--- config.mk ---
export PLATFORM = sky130hd
export DESIGN_NAME = prog_loader
export DESIGN_NICKNAME = d
export VERILOG_FILES = /design/src/rtl/prog_loader.sv
export SDC_FILE = /design/constraint.sdc
export NUM_CORES = 1
export LEC_CHECK = 0
export CAP_MARGIN = 20
export CORE_UTILIZATION = 30
export CTS_BUF_LIST = sky130_fd_sc_hd__clkbuf_8
export CTS_CLUSTER_SIZE = 14
export DETAILED_ROUTE_END_ITERATION = 12
export GPL_TIMING_DRIVEN = 0
export PLACE_DENSITY_LB_ADDON = 0.25
export SYNTH_ARGS = -nofsm -noshare
export SYNTH_HDL_FRONTEND = slang
export SYNTH_SLANG_ARGS = --single-unit
--- constraint.sdc ---
create_clock -name clk -period 1.7 [get_ports clk]
set_input_delay 0.34 -clock clk [delete_from_list [all_inputs] [get_ports clk]]
set_output_delay 0.34 -clock clk [all_outputs]
set_load 0.02 [all_outputs]
--- src/rtl/prog_loader.sv ---
// prog_loader: MSB-first serial loader that fills the SAP RAM over the bus.
// Define PROG_LOADER_CHECKSUM_EN to require a trailing mod-256 checksum byte.
module prog_loader #(
  parameter int WORDS  = 16,
  parameter int ADDR_W = 4
) (
  input  logic              clk,
  input  logic              reset,
  input  logic              load_en,
  input  logic              bit_in,
  input  logic              bit_valid,
  output logic [7:0]        bus_out,
  output logic              bus_drive,
  output logic              mem_adr_we,
  output logic              mem_we,
  output logic              cpu_hold,
  output logic              done,
  output logic              error,
  output logic [ADDR_W:0]   word_count
);

  localparam logic [ADDR_W:0] LP_WORDS = (ADDR_W+1)'(WORDS);

`ifdef PROG_LOADER_CHECKSUM_EN
  typedef enum logic [2:0] {
    S_IDLE, S_SHIFT, S_ADDR, S_DATA, S_DONE, S_CHECK, S_ERROR
  } state_t;
`else
  typedef enum logic [2:0] {
    S_IDLE, S_SHIFT, S_ADDR, S_DATA, S_DONE
  } state_t;
`endif

  state_t            r_state;
  state_t            w_next;
  logic [7:0]        r_shift;
  logic [2:0]        r_bcnt;
  logic [7:0]        r_hold;
  logic [ADDR_W:0]   r_wc;
  logic [7:0]        w_byte;
  logic              w_last_bit;
  logic              w_shifting;
  logic [ADDR_W:0]   w_wc_inc;
`ifdef PROG_LOADER_CHECKSUM_EN
  logic [7:0]        r_acc;
  logic [7:0]        w_sum;
`endif

  assign w_byte     = {r_shift[6:0], bit_in};
  assign w_last_bit = bit_valid && (r_bcnt == 3'd7);
  assign w_wc_inc   = r_wc + (ADDR_W+1)'(1);
  assign word_count = r_wc;
`ifdef PROG_LOADER_CHECKSUM_EN
  assign w_sum      = r_acc + w_byte;
  assign w_shifting = (r_state == S_SHIFT) || (r_state == S_ADDR) ||
                      (r_state == S_DATA)  || (r_state == S_CHECK);
`else
  assign w_shifting = (r_state == S_SHIFT) || (r_state == S_ADDR) ||
                      (r_state == S_DATA);
`endif

  always_comb begin
    w_next = r_state;
    unique case (r_state)
      S_IDLE:  if (load_en) w_next = S_SHIFT;
      S_SHIFT: begin
        if (!load_en)        w_next = S_IDLE;
        else if (w_last_bit) w_next = S_ADDR;
      end
      S_ADDR:  w_next = load_en ? S_DATA : S_IDLE;
      S_DATA: begin
        if (!load_en)
          w_next = S_IDLE;
        else if (w_wc_inc == LP_WORDS)
`ifdef PROG_LOADER_CHECKSUM_EN
          w_next = S_CHECK;
`else
          w_next = S_DONE;
`endif
        else
          w_next = S_SHIFT;
      end
      S_DONE:  if (!load_en) w_next = S_IDLE;
`ifdef PROG_LOADER_CHECKSUM_EN
      S_CHECK: begin
        if (!load_en)        w_next = S_IDLE;
        else if (w_last_bit) w_next = (w_sum == 8'h00) ? S_DONE : S_ERROR;
      end
      S_ERROR: if (!load_en) w_next = S_IDLE;
`endif
      default: w_next = S_IDLE;
    endcase
  end

  always_comb begin
    bus_out    = 8'h00;
    bus_drive  = 1'b0;
    mem_adr_we = 1'b0;
    mem_we     = 1'b0;
    cpu_hold   = 1'b0;
    done       = 1'b0;
    error      = 1'b0;
    unique case (r_state)
      S_SHIFT: cpu_hold = 1'b1;
      S_ADDR: begin
        cpu_hold   = 1'b1;
        bus_drive  = 1'b1;
        mem_adr_we = 1'b1;
        bus_out    = 8'(r_wc[ADDR_W-1:0]);
      end
      S_DATA: begin
        cpu_hold  = 1'b1;
        bus_drive = 1'b1;
        mem_we    = 1'b1;
        bus_out   = r_hold;
      end
      S_DONE:  done = 1'b1;
`ifdef PROG_LOADER_CHECKSUM_EN
      S_CHECK: cpu_hold = 1'b1;
      S_ERROR: begin
        cpu_hold = 1'b1;
        error    = 1'b1;
      end
`endif
      default: ;
    endcase
  end

  always_ff @(posedge clk) begin
    if (reset) begin
      r_state <= S_IDLE;
      r_shift <= 8'h00;
      r_bcnt  <= 3'd0;
      r_hold  <= 8'h00;
      r_wc    <= '0;
`ifdef PROG_LOADER_CHECKSUM_EN
      r_acc   <= 8'h00;
`endif
    end else begin
      r_state <= w_next;
      if (r_state == S_IDLE && load_en) begin
        r_bcnt <= 3'd0;
        r_wc   <= '0;
`ifdef PROG_LOADER_CHECKSUM_EN
        r_acc  <= 8'h00;
`endif
      end
      // shift register runs through ADDR/DATA; hold keeps the byte stable
      if (w_shifting && bit_valid) begin
        r_shift <= w_byte;
        r_bcnt  <= r_bcnt + 3'd1;
      end
      if (r_state == S_SHIFT && w_last_bit)
        r_hold <= w_byte;
      if (r_state == S_DATA) begin
        r_wc  <= w_wc_inc;
`ifdef PROG_LOADER_CHECKSUM_EN
        r_acc <= r_acc + r_hold;
`endif
      end
    end
  end

endmodule

Word level (Yosys, flattened, before mapping)
Cells that the tools add are included.
- register bits: 26
- bits of input ports: 5
- word-level logic and storage cells: 46
- add/subtract/negate cells: 2
- equal/unequal tests: 9
- mux-type cells: 18
- reduce and logical (&&, ||, !) cells: 12
- operators with widths (operator ; count):
    2-to-1 mux 3 bit ; 8
    one-hot mux 8 bit (2 select lines) ; 1
    one-hot mux 3 bit (5 select lines) ; 1
    2-to-1 mux 5 bit ; 2
    equality test 3 x 2 -> 1 bit, second input constant ; 2
    equality test 3 bit, second input constant ; 2
    adder 5 x 1 -> 5 bit, second input constant ; 1
    equality test 5 bit, second input constant ; 1
    2-to-1 mux 1 bit ; 5
    logical AND 1 bit ; 4
    != test 2 bit, second input constant ; 2
    nonzero test 2 bit ; 2
    adder 3 x 1 -> 3 bit, second input constant ; 1
    equality test 3 x 1 -> 1 bit, second input constant ; 1
    zero test 3 bit ; 1
    != test 3 bit, second input constant ; 1
    AND reduction 3 bit ; 1
    OR reduction 3 bit ; 1
    logical OR 1 bit ; 2
    2-to-1 mux 2 bit ; 1
    OR reduction 2 bit ; 1

Depth between registers and ports, before layout
Gate-level depths: netlist of run 1.
- word-level depth: 5
- mapped depth: 7
- depth with buffers taken out: 6

Worst setup path after synthesis of run 1
Ideal clock, no wire load.
- path type: flip-flop to flip-flop
- from: reg r_bcnt[0]
- to: reg r_hold[1]
- data arrival time: 1.316 ns
- required time: 1.572 ns
- slack: 0.257 ns
- stages on the path, launching flop included: 8
- buffers on the path: 1
- cells stage by stage: dfxtp_1 ha_1 ha_1 nand3_1 or3_1 buf_4 mux2i_1 nor2_1
- longest elaborated chain between the ends: 3
- RTL lines (item ; RTL line ; source):
    from (decl) ; 37 ; logic [2:0] r_bcnt;
    from (signal assigned) ; 151 ; r_bcnt <= r_bcnt + 3'd1;
    equality test 3 bit ; 50 ; assign w_last_bit = bit_valid && (r_bcnt == 3'd7);
    logical AND 1 bit ; 50 ;
    logical AND 1 bit ; 153 ; if (r_state == S_SHIFT && w_last_bit)
    to (signal assigned) ; 154 ; r_hold <= w_byte;
    to (decl) ; 38 ; logic [7:0] r_hold;
Every way passes these cells.
A chain may end at the register's enable or synchronous reset.

Worst setup path in the final report of run 1
- from: reg r_state[0]
- to: out done
- longest elaborated chain between the ends: 2
- RTL lines (item ; RTL line ; source):
    from (decl) ; 34 ; state_t r_state;
    from (signal assigned) ; 140 ; r_state <= w_next;
    equality test 3 bit ; 103 ; unique case (r_state)
    2-to-1 mux 1 bit ; 103 ;
    to (decl) ; 17 ; output logic done,
Every way passes these cells.

==> impl_results.md, run 1 <==
* Crit path launch type: register
* Final ANT Viol Nets at 0
* Fin crit share at a little over nine tenths
* Synth Warn # at 0
* CTS Buf Count at 3
* DR iter-0 viols at between 80 and 90
* Hold Fails Final Rpt at 0
* Synth Register Bits at 26
* Initial antenna violation count at 0
* Pre-antenna DRT Iters at 4
* Final Cell Area at 1630 um^2
* Area share of the largest cell type after synthesis at a little over two fifths
* Setup TNS at 0 ns
* Clock transition at path regs at 0.09 ns
* Minimum clock period at 1.68 ns
* Synth unique cells at 31
* # nets final at around 190
* Synth Cell Area at roughly 1200 um^2
* Total track usage at ~14%
* CP peak stage delay at approximately 0.37 ns
* Die area at about 4400 um^2
* Critical path class: reg2out
* Sequential-to-total area share from yosys stat at 42.2%
* Top post-synthesis cells by area: dfxtp_1 (42%), mux2i_1 (11%), nor2_1 (8.2%)
* Number of global-route vias before repair at around 1100
* Clk_skew at 0.00270 ns
* Critical Path Stages at 5
* Critical Path Sink Type: primary output
* Dpl cell area at ~1500 um^2
* Cells after Synth at 144
* Share of layout cells above drive strength 1 at approximately a quarter
* Crit Path Max Fanout at 10
* Root Driver: clkbuf_8
* Detailed-route wire length per cell at 12.1 um
* R2R depth at 7
* Overall power at between 1000 and 1500 uW
* Worst path bufs/invs at 3
* Syn_area_per_cell at roughly 8.6 um^2
* First-pass GRT wire length at 4710 um
* Routed vias/inst at 4.79
* R2R Setup Slk at between 0.1 and 0.15 ns
* Worst hold path class: reg2reg
* CP endpoint: done
* Clock buffer depth at 2
* Worst path arrival time at about 1.3 ns
* Cell Pwr Density at roughly 740 nW/um^2
* Gr ovfl total at 0
* Die height at between 60 and 70 um
* Fin util at between 40% and 50%
* Drt total wl at ~2700 um
* RSZ-0062 raised after global routing: true
* CTS tree: yes
* Detailed-route via count at between 1000 and 1500
* Chip width at around 66 um
* Crit-path cells: buf_8 -> nor2_2 -> nand2_1 -> inv_1 -> clkdlybuf4s15_2
* Count of pins over their slew limit at 0
* Io pins at 24
* Largest net degree at the start of global routing at 16
* Fmax at around 600 MHz
* Static leakage at 0.000759 uW
* PortBufs at 22
* Worst flop-to-flop path startpoint: r_bcnt[0]
* Clock sink total at 26
* Register Area at between 500 and 600 um^2
* Crit path required time at roughly 1.4 ns
* Max cap viols at 0
* Number of diodes at 0
* Reg2reg end: r_hold[1]
* DRC errors left at 0
* H-tree depth at 1
* Result of the run: complete, no violations
* CP top delay family: buffers and inverters
* Critical-path top delay cell: dfxtp_4
* Filler cells at 402
* Area leader, netlist: dfxtp_1
* Initial core utilization at 32.5%
* Multi-input logic area at between 600 and 700 um^2
* Crit path from: r_state[0]
* Gpl congestion at roughly 0.78
* CTS Hold Bufs at 0
* Setup violators final at 0
* Skew-Pair Late Insertion Delay at approximately 0.27 ns
* Row count at 22
* Core area at around 3800 um^2
* DP HPWL at 1980 um
* VDD IR max at a little over 0.0005 V
* Area Growth Syn to Fin at 31.8%
* Post-Synthesis Net Count at roughly 150
report_power, final:
| group | total [uW] | switching, uW | internal (uW) |
|---|---|---|---|
| Clock | 515 | 200 | 315 |
| Combinational | 70.1 | 39.4 | 30.7 |
| Sequential | 615 | 3.35 | 611 |
synth_stat cells:
master,instances
nor2_1,27
dfxtp_1,26
nand2_1,18
a21oi_1,13
mux2i_1,13
and2_1,6
buf_4,4
nand3_1,4
a22oi_1,3
ha_1,3
inv_1,3
a211oi_2,2
buf_6,2
clkbuf_1,2
nand2b_1,2
a21boi_0,1
a31oi_1,1
a31oi_4,1
conb_1,1
inv_2,1
nand3b_1,1
nand4_1,1
nor3_1,1
nor3b_1,1
o2111ai_1,1
o211a_1,1
o21a_1,1
o21ai_1,1
o21ba_2,1
or2_2,1
or3_1,1
what timing repair did:
action | 4_1_cts | 5_1_grt
resized for setup | 44 | 16
setup buffers | 4 | 4
endpoints found under the setup margin | 17 | 14
routing by layer:
metal / up-vias / wire length (um) / global-route usage, %
met5: - / 0 / 0
met4: 0 / 14 / 2.93
met2: 20 / 1260 / 23.3
li1: 550 / - / -
met1: 506 / 1340 / 17.8
met3: 2 / 114 / 3.28
final cells by class:
type / count / share of cell area [%]
multi-input combinational: 106 / 40.0
clock buffer: 3 / 2.54
timing repair buffer: 30 / 14.7
tap: 48 / 3.69
sequential: 26 / 32.5
inverter: 4 / 1.08
buffer: 7 / 3.69
clock inverter: 1 / 1.85
logic make-up (layout without fill, tap and decap cells):
group | count (synthesis) | count (layout) | share of synthesized area (%)
and+or+nand+nor | 63 | 63 | 22.5
AOI/OAI and AO/OA | 26 | 26 | 15.3
DFF | 26 | 26 | 42.2
muxes | 13 | 13 | 10.5
buffers and inverters | 12 | 45 | 6.09
adders and majority gates | 3 | 3 | 3.04
other | 1 | 1 | 0.304
sequential cells by signal, summed over array words and instances (netlist names):
| name | cells |
|---|---|
| r_bcnt | 3 |
| r_shift | 7 |
| word_count | 5 |
| r_hold | 8 |
| r_state | 3 |
worst min path at each step:
| stage | startpoint | to | cells past startpoint |
|---|---|---|---|
| after floorplan | reset | word_count[2] | 1 |
| after global placement | r_shift[6] | r_shift[6] | 2 |
| after detailed placement | r_shift[0] | r_shift[0] | 2 |
| after CTS | r_shift[0] | r_shift[0] | 2 |
| after global routing | r_shift[0] | r_shift[0] | 2 |
| final | r_shift[6] | r_shift[6] | 2 |
stage by stage:
| stage | worst slack (ns) | cells | hold slack, ns |
|---|---|---|---|
| 2_1_floorplan | 0.257 | 144 | 0.405 |
| 3_3_place_gp | -0.326 | 214 | 0.446 |
| 3_5_place_dp | -0.322 | 214 | 0.463 |
| 4_1_cts | 0.00526 | 221 | 0.477 |
| 5_1_grt | -0.0438 | 225 | 0.495 |
| 6_report | 0.0211 | 225 | 0.476 |
worst reg2reg max path, delay by kind of cell (launching register included):
family / cells / cell delay, ns
buf+inv: 1 / 0.19
simple gates: 3 / 0.44
fa+ha+maj: 2 / 0.31
mux: 1 / 0.16
flops: 1 / 0.36
placed cells by master (no fill, tap or decap), drive strengths merged, types with 6 or more instances in the layout:
cell,count
and2,6
a21oi,13
nor2,27
mux2i,13
clkbuf,7
buf,20
nand2,18
dfxtp,26
dlygate4sd2,6
(Power assumes the default switching activity.)
==> run 2: changes to the inputs <==
PLACE_DENSITY = 0.56   (was not set)
PLACE_DENSITY_LB_ADDON = not set   (was 0.25)
==> impl_results.md, run 2 (synthesis gave the netlist of run 1 again) <==
* Result of the run: complete, no violations
* Worst path arrival time at 1.33 ns (about the same)
* Setup TNS at 0 ns (unchanged)
* Worst flop-to-flop path startpoint: r_bcnt[0]
* CTS Buf Count at 3 (unchanged)
* Cell Pwr Density at 728 nW/um^2 (-1.3%)
* Most frequent cells in the layout: nor2_1 (25), dfxtp_1 (22), nand2_1 (17)
* Worst hold start: r_shift[6]
* WHS Endpoint: r_shift[6]
* Clock buffer depth at 2 (unchanged)
* DRC errors left at 0 (unchanged)
* Detailed-route wire length per cell at 12.6 um (+4.4%)
* Crit Path Max Fanout at 5 (-5)
* Setup violators final at 0 (unchanged)
* Critical Path Sink Type: primary output
* Initial core utilization at 32.5% (unchanged)
* Chip width at 66.1 um (unchanged)
* Worst hold path class: reg2reg
* RSZ-0062 raised after global routing: true
* Minimum clock period at 1.67 ns (-0.0114 ns)
* Row count at 22 (unchanged)
* CTS tree: yes
* Share of layout cells above drive strength 1 at 25.1% (+1.4 points)
* Skew-Pair Late Insertion Delay at 0.27 ns (about the same)
* Max FFs per register at 8 (unchanged)
* Placed Cells at 214 (unchanged)
* Overall power at 1190 uW (-0.90%)
* Final ANT Viol Nets at 0 (unchanged)
* Reg2reg end: r_hold[5]
* Die height at 66.1 um (unchanged)
* Pre-antenna DRT Iters at 4 (unchanged)
* Fmax at 600 MHz (+0.68%)
* Commonest non-fill, non-tap cell in the layout: nor2_1
* Min-Delay Path Depth at 2 (unchanged)
* Routed vias/inst at 4.66 (-2.8%)
* Largest net degree at the start of global routing at 16 (unchanged)
* Die area at 4370 um^2 (unchanged)
* PortBufs at 22 (unchanged)
* Total track usage at 13.2% (-0.64 points)
* Root Driver: clkbuf_8
* # nets final at 184 (-1.1%)
* Number of diodes at 0 (unchanged)
* Fin crit share at 98.1% (-0.67 points)
* Clk_skew at 0.00241 ns (-0.000281 ns)
* Non-filler cells, final at 223 (-0.89%)
* Clock transition at path regs at 0.09 ns (about the same)
* Hold Fails Final Rpt at 0 (unchanged)
* Max cap viols at 0 (unchanged)
* R2R depth at 7 (unchanged)
* Crit path launch type: register
* H-tree depth at 1 (unchanged)
* Detailed-route via count at 1039 (-3.6%)
* R2R Setup Slk at 0.14 ns (+0.03 ns)
* Count of pins over their slew limit at 0 (unchanged)
* Clock sink total at 26 (unchanged)
* Gpl congestion at 0.771 (-1.7%)
* Drt total wl at 2820 um (+3.5%)
* Core area at 3800 um^2 (unchanged)
* DP HPWL at 1980 um (-0.13%)
* Top reg by flops: r_hold
* Area Growth Syn to Fin at 32.4%
* CTS Hold Bufs at 0 (unchanged)
* First-pass GRT wire length at 4500 um (-4.5%)
* Number of global-route vias before repair at 973 (-7.9%)
* Io pins at 24 (unchanged)
* Initial antenna violation count at 0 (unchanged)
* Static leakage at 0.000739 uW (-2.7%)
* Critical path class: reg2out
* DR iter-0 viols at 67 (-18%)
* Gr ovfl total at 0 (unchanged)
* VDD IR max at 0.000628 V (+22%)
* Crit path required time at 1.36 ns (about the same)
* Fin util at 43.0% (+0.16 points)
## run 2: area by class of cell
cell class	count	area, um^2
Buffer	8	71.3
Clock buffer	3	41.3
Clock inverter	1	30.0
Fill cell	393	2170
Inverter	4	15.0
Multi-Input combinational cell	106	659
Sequential cell	26	526
Tap cell	48	60.1
Timing Repair Buffer	27	230
## run 2: metrics by stage
step | hold WS (ns) | worst slack, ns | cell area, um^2
floorplan | 0.405 | 0.257 | 1230
CTS | 0.463 | -0.00362 | 1600
global route | 0.485 | -0.0387 | 1630
finish | 0.459 | 0.0325 | 1630
detailed placement | 0.450 | -0.339 | 1510
global placement | 0.447 | -0.333 | 1510
## run 2: critical path, cell delays in order (launching register included)
cell and delay, ns:
dfxtp_2 0.35, buf_6 0.11, nand3b_1 0.12, inv_2 0.10, buf_6 0.13, and2_4 0.14, buf_6 0.11
## run 2: worst max-delay path by stage
| stage | from | end | depth (start not counted) |
|---|---|---|---|
| 5_1_grt | r_state[0] | done | 5 |
| 3_5_place_dp | r_state[1] | bus_out[4] | 6 |
| 3_3_place_gp | r_state[1] | bus_out[7] | 6 |
| 2_1_floorplan | r_bcnt[0] | r_hold[1] | 7 |
| 6_report | r_state[1] | bus_out[4] | 6 |
| 4_1_cts | r_state[1] | bus_out[4] | 6 |
## run 2: power by group
| group | internal, uW | switching (uW) |
|---|---|---|
| Combinational | 30.5 | 40.1 |
| Clock | 315 | 188 |
| Sequential | 612 | 3.30 |
| Total | 957 | 231 |
## run 2: what timing repair did
| item | 4_1_cts | 5_1_grt |
|---|---|---|
| setup buffers | 2 | 1 |
| gates resized for setup | 47 | 22 |
| gates cloned | 0 | 2 |
| setup endpoints to repair | 17 | 14 |
| pin swaps | 0 | 2 |
## run 2: layer usage
layer	track usage (%)	part of all wire, %
met5	0	0
met4	0.798	0
met3	3.10	3.8
met2	22.3	44
met1	17.8	52
